[src/rtl/fdiv_sched_if.sv]
// Handshake bundle between the divider issue controller and its requesters, divider and consumer.
// master = requesters/consumer/divider side, slave = fdiv_sched.
interface fdiv_sched_if #(
    parameter int TAG_W = 5
);
    logic             req0_valid;
    logic             req0_ready;
    logic [31:0]      req0_x1;
    logic [31:0]      req0_x2;
    logic [TAG_W-1:0] req0_tag;
    logic             req1_valid;
    logic             req1_ready;
    logic [31:0]      req1_x1;
    logic [31:0]      req1_x2;
    logic [TAG_W-1:0] req1_tag;
    logic [31:0]      div_x1;
    logic [31:0]      div_x2;
    logic [31:0]      div_y;
    logic             rsp_valid;
    logic             rsp_ready;
    logic [31:0]      rsp_y;
    logic [TAG_W-1:0] rsp_tag;
    logic             rsp_src;
    logic             busy;

    modport master (
        output req0_valid, req0_x1, req0_x2, req0_tag,
        input  req0_ready,
        output req1_valid, req1_x1, req1_x2, req1_tag,
        input  req1_ready,
        input  div_x1, div_x2,
        output div_y,
        input  rsp_valid, rsp_y, rsp_tag, rsp_src, busy,
        output rsp_ready
    );

    modport slave (
        input  req0_valid, req0_x1, req0_x2, req0_tag,
        output req0_ready,
        input  req1_valid, req1_x1, req1_x2, req1_tag,
        output req1_ready,
        output div_x1, div_x2,
        input  div_y,
        output rsp_valid, rsp_y, rsp_tag, rsp_src, busy,
        input  rsp_ready
    );
endinterface

[src/rtl/fdiv_sched.sv]
// Issue controller for a non-stallable pipelined divider: round-robin over two requesters, in-flight tracking, result FIFO.
// Latency: result at FIFO head LAT+1 cycles after the issue cycle; one issue per cycle sustained.
// Backpressure: issue is credit-gated so FIFO entries plus in-flight ops never exceed DEPTH.
module fdiv_sched #(
    parameter int LAT   = 5,
    parameter int TAG_W = 5,
    parameter int DEPTH = 8
) (
    input logic         clk,
    input logic         rstn,
    fdiv_sched_if.slave bus
);
    localparam int AW = (DEPTH > 1) ? $clog2(DEPTH) : 1;
    localparam int CW = AW + 1;
    localparam int IW = $clog2(LAT + 1);
    localparam int SW = ((CW > IW) ? CW : IW) + 1;

    typedef struct packed {
        logic             v;
        logic [TAG_W-1:0] tag;
        logic             src;
    } stage_t;

    typedef struct packed {
        logic [31:0]      y;
        logic [TAG_W-1:0] tag;
        logic             src;
    } ent_t;

    stage_t           sr [LAT];
    ent_t             mem [DEPTH];
    ent_t             head;
    logic [AW-1:0]    wr_ptr;
    logic [AW-1:0]    rd_ptr;
    logic [CW-1:0]    count;
    logic             rr;
    logic [IW-1:0]    inflight;
    logic [SW-1:0]    credit_used;
    logic             can_issue;
    logic             gnt0;
    logic             gnt1;
    logic             issue;
    logic [TAG_W-1:0] iss_tag;
    logic             not_empty;
    logic             push;
    logic             pop;

    always_comb begin
        inflight = '0;
        for (int i = 0; i < LAT; i++) inflight = inflight + IW'(sr[i].v);
    end

    // Credit uses this cycle's count; a pop only frees a slot from the next cycle.
    assign credit_used = SW'(count) + SW'(inflight);
    assign can_issue   = credit_used < SW'(DEPTH);

    assign gnt0    = rstn & can_issue & bus.req0_valid & (~bus.req1_valid | ~rr);
    assign gnt1    = rstn & can_issue & bus.req1_valid & (~bus.req0_valid |  rr);
    assign issue   = gnt0 | gnt1;
    assign iss_tag = gnt1 ? bus.req1_tag : bus.req0_tag;

    assign bus.req0_ready = gnt0;
    assign bus.req1_ready = gnt1;
    assign bus.div_x1     = gnt1 ? bus.req1_x1 : bus.req0_x1;
    assign bus.div_x2     = gnt1 ? bus.req1_x2 : bus.req0_x2;

    assign not_empty = (count != '0);
    assign push      = sr[LAT-1].v;
    assign pop       = not_empty & bus.rsp_ready;

    always_ff @(posedge clk or negedge rstn) begin
        if (!rstn) begin
            for (int i = 0; i < LAT; i++) sr[i] <= '0;
            wr_ptr <= '0;
            rd_ptr <= '0;
            count  <= '0;
            rr     <= 1'b0;
        end else begin
            sr[0] <= '{v: issue, tag: iss_tag, src: gnt1};
            for (int i = 1; i < LAT; i++) sr[i] <= sr[i-1];
            if (push) wr_ptr <= wr_ptr + AW'(1);
            if (pop)  rd_ptr <= rd_ptr + AW'(1);
            if (push && !pop)      count <= count + CW'(1);
            else if (!push && pop) count <= count - CW'(1);
            if (issue && bus.req0_valid && bus.req1_valid) rr <= ~rr;
        end
    end

    // Last shift stage is time-aligned with the divider output.
    always_ff @(posedge clk) begin
        if (push) mem[wr_ptr] <= '{y: bus.div_y, tag: sr[LAT-1].tag, src: sr[LAT-1].src};
    end

    assign head          = mem[rd_ptr];
    assign bus.rsp_valid = not_empty;
    assign bus.rsp_y     = not_empty ? head.y   : '0;
    assign bus.rsp_tag   = not_empty ? head.tag : '0;
    assign bus.rsp_src   = not_empty ? head.src : 1'b0;
    assign bus.busy      = (inflight != '0) | not_empty;
endmodule

[src/flat_wrapper.sv]
// flat-port wrapper written by rule: the top's interface ports become plain ports
module fdiv_sched_flat 
#(
    parameter int LAT   = 5,
    parameter int TAG_W = 5,
    parameter int DEPTH = 8
)
  (clk, rstn, bus_req0_valid, bus_req0_x1, bus_req0_x2, bus_req0_tag, bus_req0_ready, bus_req1_valid, bus_req1_x1, bus_req1_x2, bus_req1_tag, bus_req1_ready, bus_div_x1, bus_div_x2, bus_div_y, bus_rsp_valid, bus_rsp_y, bus_rsp_tag, bus_rsp_src, bus_busy, bus_rsp_ready);
  fdiv_sched_if #(.TAG_W(TAG_W)) bus_i ();
  input logic clk;
  input logic rstn;
  input wire logic [$bits(bus_i.req0_valid)-1:0] bus_req0_valid;
  input wire logic [$bits(bus_i.req0_x1)-1:0] bus_req0_x1;
  input wire logic [$bits(bus_i.req0_x2)-1:0] bus_req0_x2;
  input wire logic [$bits(bus_i.req0_tag)-1:0] bus_req0_tag;
  output wire logic [$bits(bus_i.req0_ready)-1:0] bus_req0_ready;
  input wire logic [$bits(bus_i.req1_valid)-1:0] bus_req1_valid;
  input wire logic [$bits(bus_i.req1_x1)-1:0] bus_req1_x1;
  input wire logic [$bits(bus_i.req1_x2)-1:0] bus_req1_x2;
  input wire logic [$bits(bus_i.req1_tag)-1:0] bus_req1_tag;
  output wire logic [$bits(bus_i.req1_ready)-1:0] bus_req1_ready;
  output wire logic [$bits(bus_i.div_x1)-1:0] bus_div_x1;
  output wire logic [$bits(bus_i.div_x2)-1:0] bus_div_x2;
  input wire logic [$bits(bus_i.div_y)-1:0] bus_div_y;
  output wire logic [$bits(bus_i.rsp_valid)-1:0] bus_rsp_valid;
  output wire logic [$bits(bus_i.rsp_y)-1:0] bus_rsp_y;
  output wire logic [$bits(bus_i.rsp_tag)-1:0] bus_rsp_tag;
  output wire logic [$bits(bus_i.rsp_src)-1:0] bus_rsp_src;
  output wire logic [$bits(bus_i.busy)-1:0] bus_busy;
  input wire logic [$bits(bus_i.rsp_ready)-1:0] bus_rsp_ready;
  assign bus_i.req0_valid = bus_req0_valid;
  assign bus_i.req0_x1 = bus_req0_x1;
  assign bus_i.req0_x2 = bus_req0_x2;
  assign bus_i.req0_tag = bus_req0_tag;
  assign bus_req0_ready = bus_i.req0_ready;
  assign bus_i.req1_valid = bus_req1_valid;
  assign bus_i.req1_x1 = bus_req1_x1;
  assign bus_i.req1_x2 = bus_req1_x2;
  assign bus_i.req1_tag = bus_req1_tag;
  assign bus_req1_ready = bus_i.req1_ready;
  assign bus_div_x1 = bus_i.div_x1;
  assign bus_div_x2 = bus_i.div_x2;
  assign bus_i.div_y = bus_div_y;
  assign bus_rsp_valid = bus_i.rsp_valid;
  assign bus_rsp_y = bus_i.rsp_y;
  assign bus_rsp_tag = bus_i.rsp_tag;
  assign bus_rsp_src = bus_i.rsp_src;
  assign bus_busy = bus_i.busy;
  assign bus_i.rsp_ready = bus_rsp_ready;
  fdiv_sched #(.LAT(LAT), .TAG_W(TAG_W), .DEPTH(DEPTH)) u_core (.clk(clk), .rstn(rstn), .bus(bus_i));
endmodule
[config.mk]
export PLATFORM = sky130hd
export DESIGN_NAME = fdiv_sched_flat
export DESIGN_NICKNAME = d
export VERILOG_FILES = /design/src/rtl/fdiv_sched_if.sv /design/src/rtl/fdiv_sched.sv /design/src/flat_wrapper.sv
export SDC_FILE = /design/constraint.sdc
export NUM_CORES = 1
export LEC_CHECK = 0
export CORE_MARGIN = 2
export CORE_UTILIZATION = 45
export CTS_CLUSTER_DIAMETER = 100
export CTS_CLUSTER_SIZE = 8
export DETAILED_ROUTE_END_ITERATION = 10
export DONT_BUFFER_PORTS = 1
export PLACE_DENSITY = 0.56
export SLEW_MARGIN = 30
export SYNTH_ARGS = -nofsm -noshare
export SYNTH_HDL_FRONTEND = slang
export SYNTH_SLANG_ARGS = --single-unit
[constraint.sdc]
create_clock -name clk -period 10.5 [get_ports clk]
set_input_delay 3.15 -clock clk [delete_from_list [all_inputs] [get_ports clk]]
set_output_delay 3.15 -clock clk [all_outputs]
set_load 0.03 [all_outputs]
# Word-level counts from Yosys, hierarchy flattened

Memory sizes are Yosys's and may differ from the RTL's.
Index checks and enable logic that the tools add are counted.

Add/sub/neg operators: 9
Magnitude comparators: 1
Muxes and demuxes: 10
Bitwise logic cells: 13
Reduce and logical (&&, ||, !) cells: 9

Operator list:

| operator            | number |
|---|---|
| $mux 32             | 3 |
| $mux 5              | 2 |
| $add 3x1->3         | 3 |
| $mux 4              | 2 |
| $add 3x1->3 const B | 2 |
| $and 1x1->1         | 6 |
| $add 4x3->5         | 1 |
| $lt 5x4->1 const B  | 1 |
| $add 4x1->4 const B | 1 |
| $logic_and 1x1->1   | 4 |
| $or 1x1->1          | 4 |
| $reduce_bool 4->1   | 1 |
| $sub 4x1->4 const B | 1 |
| $mux 1              | 3 |
| $not 1->1           | 3 |
| $reduce_bool 3->1   | 1 |
| $add 1x1->2         | 1 |
| $logic_not 1->1     | 2 |
| $reduce_bool 2->1   | 1 |

Bits in registers: 46
RAM bits: 304
Input port bits: 175
Output and inout port bits: 106
Logic and storage cells: 62
Memories kept: 1

Memory list:

| name       | depth | width | read ports | clocked after memory_dff | wr ports | line             | RTL |
|---|---|---|---|---|---|---|---|
| u_core.mem | 8     | 38    | 1          | 0                        | 1        | fdiv_sched.sv:31 | `ent_t mem [DEPTH];` |

# Depth between registers and ports, before layout

Gate-level depths: netlist (run 1).

Depth in word-level cells: 12
Mapped depth: 13
Gate-level depth less buffers: 11

# Worst setup path after synthesis (run 1)

OpenSTA, ideal clock, no wires.

Path type: input to output
From: input port rstn
To: output port bus_div_x1[26]
Data arrival time: 4458 ps
Required time: 7350 ps
Setup slack: 2892 ps
Stages on the path: 6
Path buffers: 2
Cell sequence: inv_1 > a2111oi_4 > and3_4 > buf_12 > buf_12 > mux2_4

Cells in the longest elaborated chain, start to end: 4

Ends and longest elaborated chain:

| item                      | line               | RTL |
|---|---|---|
| start, declared           | flat_wrapper.sv:11 | `input logic rstn;` |
| $and 1x1->1 (3 in series) | fdiv_sched.sv:58   | `assign gnt1 = rstn & can_issue & bus.req1_valid & (~bus.req0_valid \| rr);` |
| net bus_req1_ready        | flat_wrapper.sv:21 | `output wire logic [$bits(bus_i.req1_ready)-1:0] bus_req1_ready;` |
| $mux 32                   | fdiv_sched.sv:64   | `assign bus.div_x1 = gnt1 ? bus.req1_x1 : bus.req0_x1;` |
| end, declared             | flat_wrapper.sv:22 | `output wire logic [$bits(bus_i.div_x1)-1:0] bus_div_x1;` |

The timed path passes the listed nets, and every way through them passes these cells.

# Worst setup path in the final report (run 1)

From: input port rstn
To: output port bus_div_x1[24]

Same word-level chain as after synthesis.

==> out/qor.yml, run 1 <==
period_minus_slack_ns: 8.580
fin_cells: 1080
die_w_um: 181.4
synth_enable_flop_cells: 304
synth_top_family_by_area: "multiplexers"
hold_violations: 0
post-route-period-util_pct: 81.72
synthXorXnorAreaFrac_pct: 0.4946
synthAdderAreaFrac_pct: 1.219
reg2reg_to: "u_core.sr[29]"
synth_compound_area_share_pct: 2.853
cts_hold_buf: 0
yosysWarnings: 0
drv_cap: 0
cts.sinks: 350
drt-wirelength-per-cell_um: 30.43
globalRouteTotalUtil_pct: 19.92
reg2reg_depth: 11
max_freq_mhz: 116.5
syn_nets: 820
worst_slew_pin_slew_ns: 0.8045
port-buffer-count: 0
layout_common_cells: "edfxtp_1, mux4_2, mux2_4"
synth_simple_gate_area_share_pct: 0.9891
cts_tree: "yes"
htreeDepth: 2
drv_slew: 0
status: "completed"
final_net_count: 849
core_um2: 30830
rsz0062_at_grt: "false"
insertion_delay_ns: 0.53
grt_max_degree: 48
fin_worst_skew_ns: 0.009473
synth_seq_cells: 350
drtPass1Iterations: 4
grt_pass1_wl_um: 47320
avgSynthCellArea_um2: 22.38
synth_flop_cell: "edfxtp_1"
die_area_um2: 32920
ir_drop_mv: 0.1483
routed_via_density: 5.901
cts-resized-gates: 0
syn_area_um2: 14170
crit_fanout: 47
io_pins: 281
synthMuxAreaShare_pct: 19.63
layout-drive-gt1-share_pct: 33.53
worstSetupStartpointType: "input port"
dr_total_vias: 6373
row_count: 64
cts_root_buffer: "clkbuf_16"
ys_seq_area_share_pct: 72.56
gp_congestion: 0.9623
grt_pass1_vias: 7087
clockBufferDepth: 3
synthDistinctLibCells: 32
holdPathEnd: "u_core.sr[10]"
dp_cells: 1006
layout_commonest_cell: "edfxtp_1"
tns_ns: 0
drtIter0Drc: 476
hold_path.class: "flop to flop"
ant_nets: 0
end_kind: "primary output"
place_area_um2: 14550
crit_type: "input port to primary output"
finalInstanceArea_um2: 15910
antenna_found_initial: 8
p_leak_nw: 5.382
hold_depth: 0
min_from: "u_core.sr[17]"
synthCells: 633
ys_async_sr_fraction_pct: 13.14
syn_to_final_growth_pct: 12.33
power.density_nw_per_um2: 287.5
critPathRequiredTime_ns: 7.35
die_h_um: 181.4
cts-buffers-inserted: 49
path_clk_slew_ns: 0.05
wl_um: 32860
final_util_pct: 51.62
max-slew-margin-rel_pct: 46.37
setup_viol: 0
rrSetupSlack_ns: 6.34
grt-ovfl-total: 0
place_hpwl_um: 20320
arrival_ns: 5.43
r2r-start: "u_core.sr[34]"
drc: 0
start_util_pct: 45.95
cts_setup_buffers: 0
[sequential cells by signal, indices dropped and copies added, names as in the netlist]
signal         count
u_core.wr_ptr      3
u_core.sr         34
u_core.rr          1
u_core.count       4
u_core.mem       304
u_core.push        1
u_core.rd_ptr      3
[report_power, final]
part           leakage [nW]  internal [mW]  switching [mW]
sequential             3.30           1.68           0.115
combinational          1.45          0.547           0.874
clock                 0.639          0.843           0.519
total                  5.38           3.07            1.51
[how the worst max path moves through the flow]
stage                     startpoint        endpoint
after global routing            rstn  bus_div_x1[16]
after floorplan                 rstn  bus_div_x1[26]
after detailed placement        rstn  bus_div_x1[16]
final                           rstn  bus_div_x1[24]
after global placement          rstn  bus_div_x1[16]
after CTS                       rstn  bus_div_x1[24]
[cell usage after synthesis (4+ instances only)]
cell type  number  area [um2]
edfxtp_1      304        9129
mux4_2         76        1712
mux2_4         69        1036
dfrtp_1        46        1151
a22o_1         38       332.8
buf_2          13       65.06
clkbuf_1       11       41.29
ha_1            9       112.6
buf_12          8       160.2
inv_1           7       26.28
xnor2_1         7       61.31
nand2_1         6       22.52
nor2_1          6       22.52
nand2b_1        4       25.02
[critical path, stage by stage]
cell,delay (ns)
inv_1,0.05
a2111oi_4,0.41
and3_4,0.80
buf_4,0.57
mux2_4,0.40
[stage by stage]
stage | worst slack [ns] | hold slack (ns) | total power, mW
5_1_grt | 1.814 | 0.3469 | 4.765
2_1_floorplan | 2.892 | 0.3312 | 2.993
6_report | 1.920 | 0.3427 | 4.575
3_5_place_dp | 1.938 | 0.3347 | 3.249
3_3_place_gp | 2.032 | 0.3320 | 3.215
4_1_cts | 1.936 | 0.3426 | 4.625
[layer usage]
layer | up-vias | routed length, um | part of all wire, % | GRT usage [%]
met5 | - | 0 | 0 | 0
met4 | 0 | 1355 | 4.1 | 8.813
met3 | 61 | 2299 | 7.0 | 5.114
met2 | 288 | 17440 | 53 | 35.91
met1 | 3357 | 11760 | 36 | 22.29
li1 | 2667 | - | - | -
[layout make-up]
type                            count  area (um2)
Fill cell                        2363       14920
Timing Repair Buffer               13       137.6
Clock inverter                      1       20.02
Multi-Input combinational cell    241        3633
Inverter                            7       26.28
Clock buffer                       65        1296
Sequential cell                   350       10290
Antenna cell                        7       17.52
Tap cell                          396       495.5
[cell families (layout without fill, tap and decap cells)]
logic type / count (synthesis) / after routing
AO/OA/AOI/OAI: 46 / 46
multiplexers: 148 / 148
XOR/XNOR: 8 / 8
buffers and inverters: 42 / 86
other: 0 / 7
adder cells (fa/ha/maj): 12 / 12
flip-flops: 350 / 350
AND/OR/NAND/NOR: 27 / 27
Power figures use the tool's default switching activity.
==> inputs of run 2 (changes only) <==
PLACE_DENSITY = 0.58   (was 0.56)
clock period = 7.3 ns   (was 10.5 ns; I/O delays follow)
==> run 2 against run 1 <==
Against the previous run:
- register-to-register slack worse by 3.0 ns
- first-iteration DRC count increased by 23%
- cell count increased by 0.28%
- critical path type is now flop to primary output
- critical endpoint is now bus_div_x2[18]
==> out/qor.yml, run 2 (synthesized netlist as in run 1, its figures left out) <==
post-route-period-util_pct: 95.69
clockBufferDepth: 3  # unchanged
rsz0062_at_grt: "false"
gp_congestion: 0.8665  # -10%
final_net_count: 850  # +0.12%
path_clk_slew_ns: 0.05  # about the same
pwr-share-seq_pct: 38.7  # -0.5 points
grt-ovfl-total: 0  # unchanged
die_h_um: 181.4  # unchanged
drv_cap: 0  # unchanged
wl_um: 32620  # -0.74%
insertion_delay_ns: 0.53  # about the same
grt_pass1_wl_um: 46350  # -2.1%
start_util_pct: 45.95  # unchanged
port-buffer-count: 0  # unchanged
globalRouteTotalUtil_pct: 19.75  # -0.17 points
die_w_um: 181.4  # unchanged
row_count: 64  # unchanged
syn_to_final_growth_pct: 12.70
critPathRequiredTime_ns: 5.11  # -2.24 ns
cts_setup_buffers: 0  # unchanged
cts_tree: "yes"
routed_via_density: 5.881  # -0.34%
largest_register: "u_core.mem"
hold_violations: 0  # unchanged
largest_reg_flops: 304  # unchanged
period_minus_slack_ns: 6.985
core_um2: 30830  # unchanged
cts.sinks: 350  # unchanged
ff_latch_area_um2: 10290  # unchanged
die_area_um2: 32920  # unchanged
setup_viol: 0  # unchanged
multi_input_area_um2: 3633  # unchanged
nFillCells: 2374  # +0.47%
tns_ns: 0  # unchanged
end_kind: "primary output"
reg.largest.list: "u_core.mem x304, u_core.sr x34, u_core.count x4"
cts_hold_buf: 0  # unchanged
drc: 0  # unchanged
grt_max_degree: 50  # +4.2%
layout_common_cells: "edfxtp_1, mux4_2, mux2_4"
max_freq_mhz: 143.2
drtPass1Iterations: 6  # +2
p_leak_nw: 5.407  # +0.47%
final_util_pct: 51.79  # +0.17 points
drtIter0Drc: 586  # +23%
power_frac_comb_pct: 31.0  # about the same
drt-wirelength-per-cell_um: 30.12  # -1.0%
p_sw_share_pct: 32.65  # -0.33 points
internal-power_mw: 4.453  # +45%
rrSetupSlack_ns: 3.38  # -2.96 ns
ant_nets: 0  # unchanged
crit_type: "flop to primary output"
status: "completed"
max-slew-margin-rel_pct: 52.37  # +6.0 points
arrival_ns: 4.80  # -0.63 ns
antenna_found_initial: 7  # -1
fin_worst_skew_ns: 0.009224  # -0.0002487 ns
drv_slew: 0  # unchanged
htreeDepth: 2  # unchanged
ir_drop_mv: 0.2212  # +49%
worst_slew_pin_slew_ns: 0.7144  # -0.09009 ns
io_pins: 281  # unchanged
grt_pass1_vias: 6999  # -1.2%
cts-resized-gates: 0  # unchanged
layout-drive-gt1-share_pct: 33.77  # +0.24 points
cts-buffers-inserted: 49  # unchanged
power.total_mw: 6.612  # +45%
clkPwrFrac_pct: 30.3  # +0.5 points
dr_total_vias: 6369  # -0.063%
p_sw_mw: 2.158  # +43%
layout_commonest_cell: "edfxtp_1"
crit_fanout: 49  # +4.3%
worstSetupStartpointType: "flop"
hold_path.class: "flop to flop"
place_hpwl_um: 20310  # about the same
cts_root_buffer: "clkbuf_16"
power.density_nw_per_um2: 414.1  # +44%
run 2: final cells by class:
cell class / instances / share of cell area (%)
clock buffer: 68 / 8.455
multi-input combinational: 241 / 22.76
inverter: 7 / 0.1646
antenna: 6 / 0.09404
sequential: 350 / 64.43
timing repair buffer: 14 / 0.9404
tap: 396 / 3.103
clock inverter: 1 / 0.05485
run 2: power groups by stage:
stage                     logic (mW)  clock network, mW  registers [mW]
after detailed placement        2.09                  0            2.60
after CTS                       2.10               2.05            2.57
after global routing            2.17               2.14            2.59
after floorplan                 1.80                  0            2.51
final                           2.05               2.00            2.56
after global placement          1.96                  0            2.67
run 2: routing by layer:
metal | wire length, um | GRT usage, % | part of all wire, % | vias to the layer above
li1 | - | - | - | 2667
met1 | 11690 | 22.01 | 36 | 3361
met2 | 17880 | 35.57 | 55 | 299
met4 | 745 | 7.577 | 2.3 | 0
met3 | 2301 | 5.997 | 7.1 | 42
met5 | 0 | 0 | 0 | -
run 2: path summary, 6_finish.rpt:
kind | cells past startpoint | end | start
worst max register to register | 11 | u_core.sr[32] | u_core.sr[27]
min in group asynchronous | 0 | u_core.sr[23] | rstn
worst min-delay path | 0 | u_core.sr[1] | u_core.sr[8]
max in group asynchronous | 0 | u_core.rd_ptr[1] | rstn
worst min register to register | 0 | u_core.sr[1] | u_core.sr[8]
worst max-delay path | 12 | bus_div_x2[18] | u_core.sr[27]
run 2: metrics by stage:
stage                     worst slack (ns)  std cells  instance area (um2)  hold slack [ns]
after floorplan                      1.458        633                14170           0.3312
after CTS                           0.3095       1077                15950           0.3443
after global placement              0.9428       1006                14540           0.3327
after global routing               0.07877       1083                15970           0.3493
after detailed placement            0.8821       1008                14590           0.3347
final                               0.3146       1083                15970           0.3417
run 2: critical path: stages (launching register included):
cell and delay (ns):
dfrtp_1 0.38, ha_1 0.28, inv_1 0.04, fa_1 0.47
inv_1 0.04, ha_1 0.20, fa_1 0.56, ha_1 0.23
a31o_2 0.25, a2111oi_4 0.41, and3_4 0.57, buf_12 0.38
mux2_4 0.40
==> inputs of run 3 (changes only) <==
CTS_BUF_LIST = sky130_fd_sc_hd__clkbuf_4 sky130_fd_sc_hd__clkbuf_8   (was default)
==> run 3 against run 2 <==
Against the previous run:
- combinational power barely moved
- first-iteration DRC count fell by 25%
- critical path type unchanged
- largest power group unchanged
- clock skew rose by 0.0047 ns
- largest cell class unchanged
- highest routed layer unchanged
- non-clock buffer count did not move
- maximum frequency fell by 0.44%
==> out/qor.yml, run 3 (synthesized netlist as in run 1, its figures left out) <==
status: "completed"
startpoint: "u_core.sr[27]"
port-buffer-count: 0  # unchanged
die_h_um: 181.4  # unchanged
largest_reg_flops: 304  # unchanged
routed_via_density: 5.954  # +1.2%
cts_root_buffer: "clkbuf_8"
dp_worst_setup_slack_ns: 0.8821  # unchanged
rsz0062_at_grt: "false"
pwr-share-seq_pct: 42.7  # +4.0 points
drtPass1Iterations: 4  # -2
syn_to_final_growth_pct: 8.991
die_area_um2: 32920  # unchanged
io_pins: 281  # unchanged
worstSetupStartpointType: "flop"
p_sw_share_pct: 34.60  # +2.0 points
cts.sinks: 350  # unchanged
place_hpwl_um: 20310  # unchanged
drtIter0Drc: 440  # -25%
power.density_nw_per_um2: 387.5  # -6.4%
drc: 0  # unchanged
arrival_ns: 4.83  # +0.03 ns
fin_worst_skew_ns: 0.01389  # +0.004669 ns
grt_pass1_vias: 6989  # -0.14%
reg2reg_depth: 11  # unchanged
internal-power_mw: 3.913  # -12%
wl_um: 32490  # -0.38%
critPathRequiredTime_ns: 5.11  # about the same
cts_setup_buffers: 0  # unchanged
start_util_pct: 45.95  # unchanged
tns_ns: 0  # unchanged
setup_viol: 0  # unchanged
grt-ovfl-total: 0  # unchanged
power_frac_comb_pct: 34.4  # +3.4 points
drv_slew: 0  # unchanged
rrSetupSlack_ns: 3.37  # about the same
cts_tree: "yes"
hold_violations: 0  # unchanged
reg2reg_to: "u_core.sr[31]"
drv_cap: 0  # unchanged
ir_drop_mv: 0.2227  # +0.68%
endpoint: "bus_div_x2[18]"
timing.hold.ws_ns: 0.3390  # -0.002738 ns
insertion_delay_ns: 0.55  # +0.02 ns
globalRouteTotalUtil_pct: 19.68  # -0.078 points
reg.largest.list: "u_core.mem x304, u_core.sr x34, u_core.count x4"
path_clk_slew_ns: 0.06  # about the same
core_um2: 30830  # unchanged
final_net_count: 850  # unchanged
post-route-period-util_pct: 96.11  # +0.42 points
cts-buffers-inserted: 49  # unchanged
p_sw_mw: 2.070  # -4.1%
dr_total_vias: 6424  # +0.86%
row_count: 64  # unchanged
clockBufferDepth: 3  # unchanged
clkPwrFrac_pct: 23.0  # -7.3 points
crit_fanout: 49  # unchanged
ant_nets: 0  # unchanged
crit_type: "flop to primary output"
grt_pass1_wl_um: 46350  # about the same
largest_register: "u_core.mem"
die_w_um: 181.4  # unchanged
p_leak_nw: 5.195  # -3.9%
r2r-start: "u_core.sr[27]"
antenna_found_initial: 3  # -4
period_minus_slack_ns: 7.016  # +0.03093 ns
drt-wirelength-per-cell_um: 30.11  # about the same
cts-resized-gates: 0  # unchanged
max-slew-margin-rel_pct: 51.93  # -0.44 points
layout-drive-gt1-share_pct: 36.12  # +2.3 points
grt_max_degree: 50  # unchanged
end_kind: "primary output"
layout_common_cells: "edfxtp_1, mux4_2, mux2_4"
gp_congestion: 0.8665  # unchanged
cts_hold_buf: 0  # unchanged
final_util_pct: 50.09  # -1.7 points
htreeDepth: 2  # unchanged
hold_path.class: "flop to flop"
worst_slew_pin_slew_ns: 0.7211  # +0.006671 ns
max_freq_mhz: 142.5  # -0.44%
timing.final.ws_setup_ns: 0.2837  # -0.03093 ns
layout_commonest_cell: "edfxtp_1"
==> run 3: cell types whose count changed in the layout (fill, tap and decap cells not counted), sizes merged <==
cell / change
diode: -4
clkinvlp: +1
inv: -1
==> run 3: power groups by stage <==
stage,clock network (mW),registers [mW],logic (mW)
after floorplan,0,2.51,1.80
after global placement,0,2.67,1.96
after detailed placement,0,2.60,2.09
after CTS,1.42,2.56,2.10
after global routing,1.50,2.58,2.17
final,1.37,2.55,2.06
==> run 3: cell type report <==
class	instances	area (um2)
antenna	2	5.005
sequential	350	10290
tap	396	495.5
clock inverter	1	7.507
fill	2423	15390
timing repair buffer	14	150.1
clock buffer	68	835.8
multi-input combinational	241	3633
inverter	7	26.28
==> run 3: worst min path at each step <==
stage,from,end,slack [ns],cells past startpoint
4_1_cts,u_core.sr[8],u_core.sr[1],0.34,0
2_1_floorplan,u_core.sr[7],u_core.sr[0],0.33,0
3_5_place_dp,u_core.sr[18],u_core.sr[11],0.33,0
6_report,u_core.sr[8],u_core.sr[1],0.34,0
5_1_grt,u_core.sr[8],u_core.sr[1],0.35,0
3_3_place_gp,u_core.sr[17],u_core.sr[10],0.33,0
==> run 3: stage by stage <==
| step | cell area [um2] | total power, mW | instances |
|---|---|---|---|
| floorplan | 14170 | 4.305 | 633 |
| finish | 15440 | 5.984 | 1079 |
| global placement | 14540 | 4.633 | 1006 |
| detailed placement | 14590 | 4.692 | 1008 |
| CTS | 15440 | 6.076 | 1077 |
| global route | 15440 | 6.256 | 1079 |
==> run 3: worst max-delay path, cell delays in order, from the launching register on <==
cell and delay [ns]:
dfrtp_1 0.38, ha_1 0.28, inv_1 0.04, fa_1 0.47, inv_1 0.04, ha_1 0.20, fa_1 0.56, ha_1 0.23
a31o_2 0.25, a2111oi_4 0.41, and3_4 0.57, buf_12 0.38, mux2_4 0.40
==> run 3: routing by layer <==
layer | wire, um | GRT usage, % | vias up
li1 | - | - | 2654
met1 | 11690 | 22.18 | 3411
met2 | 17780 | 36.26 | 303
met3 | 2281 | 5.415 | 56
met4 | 737 | 6.081 | 0
met5 | 0 | 0 | -
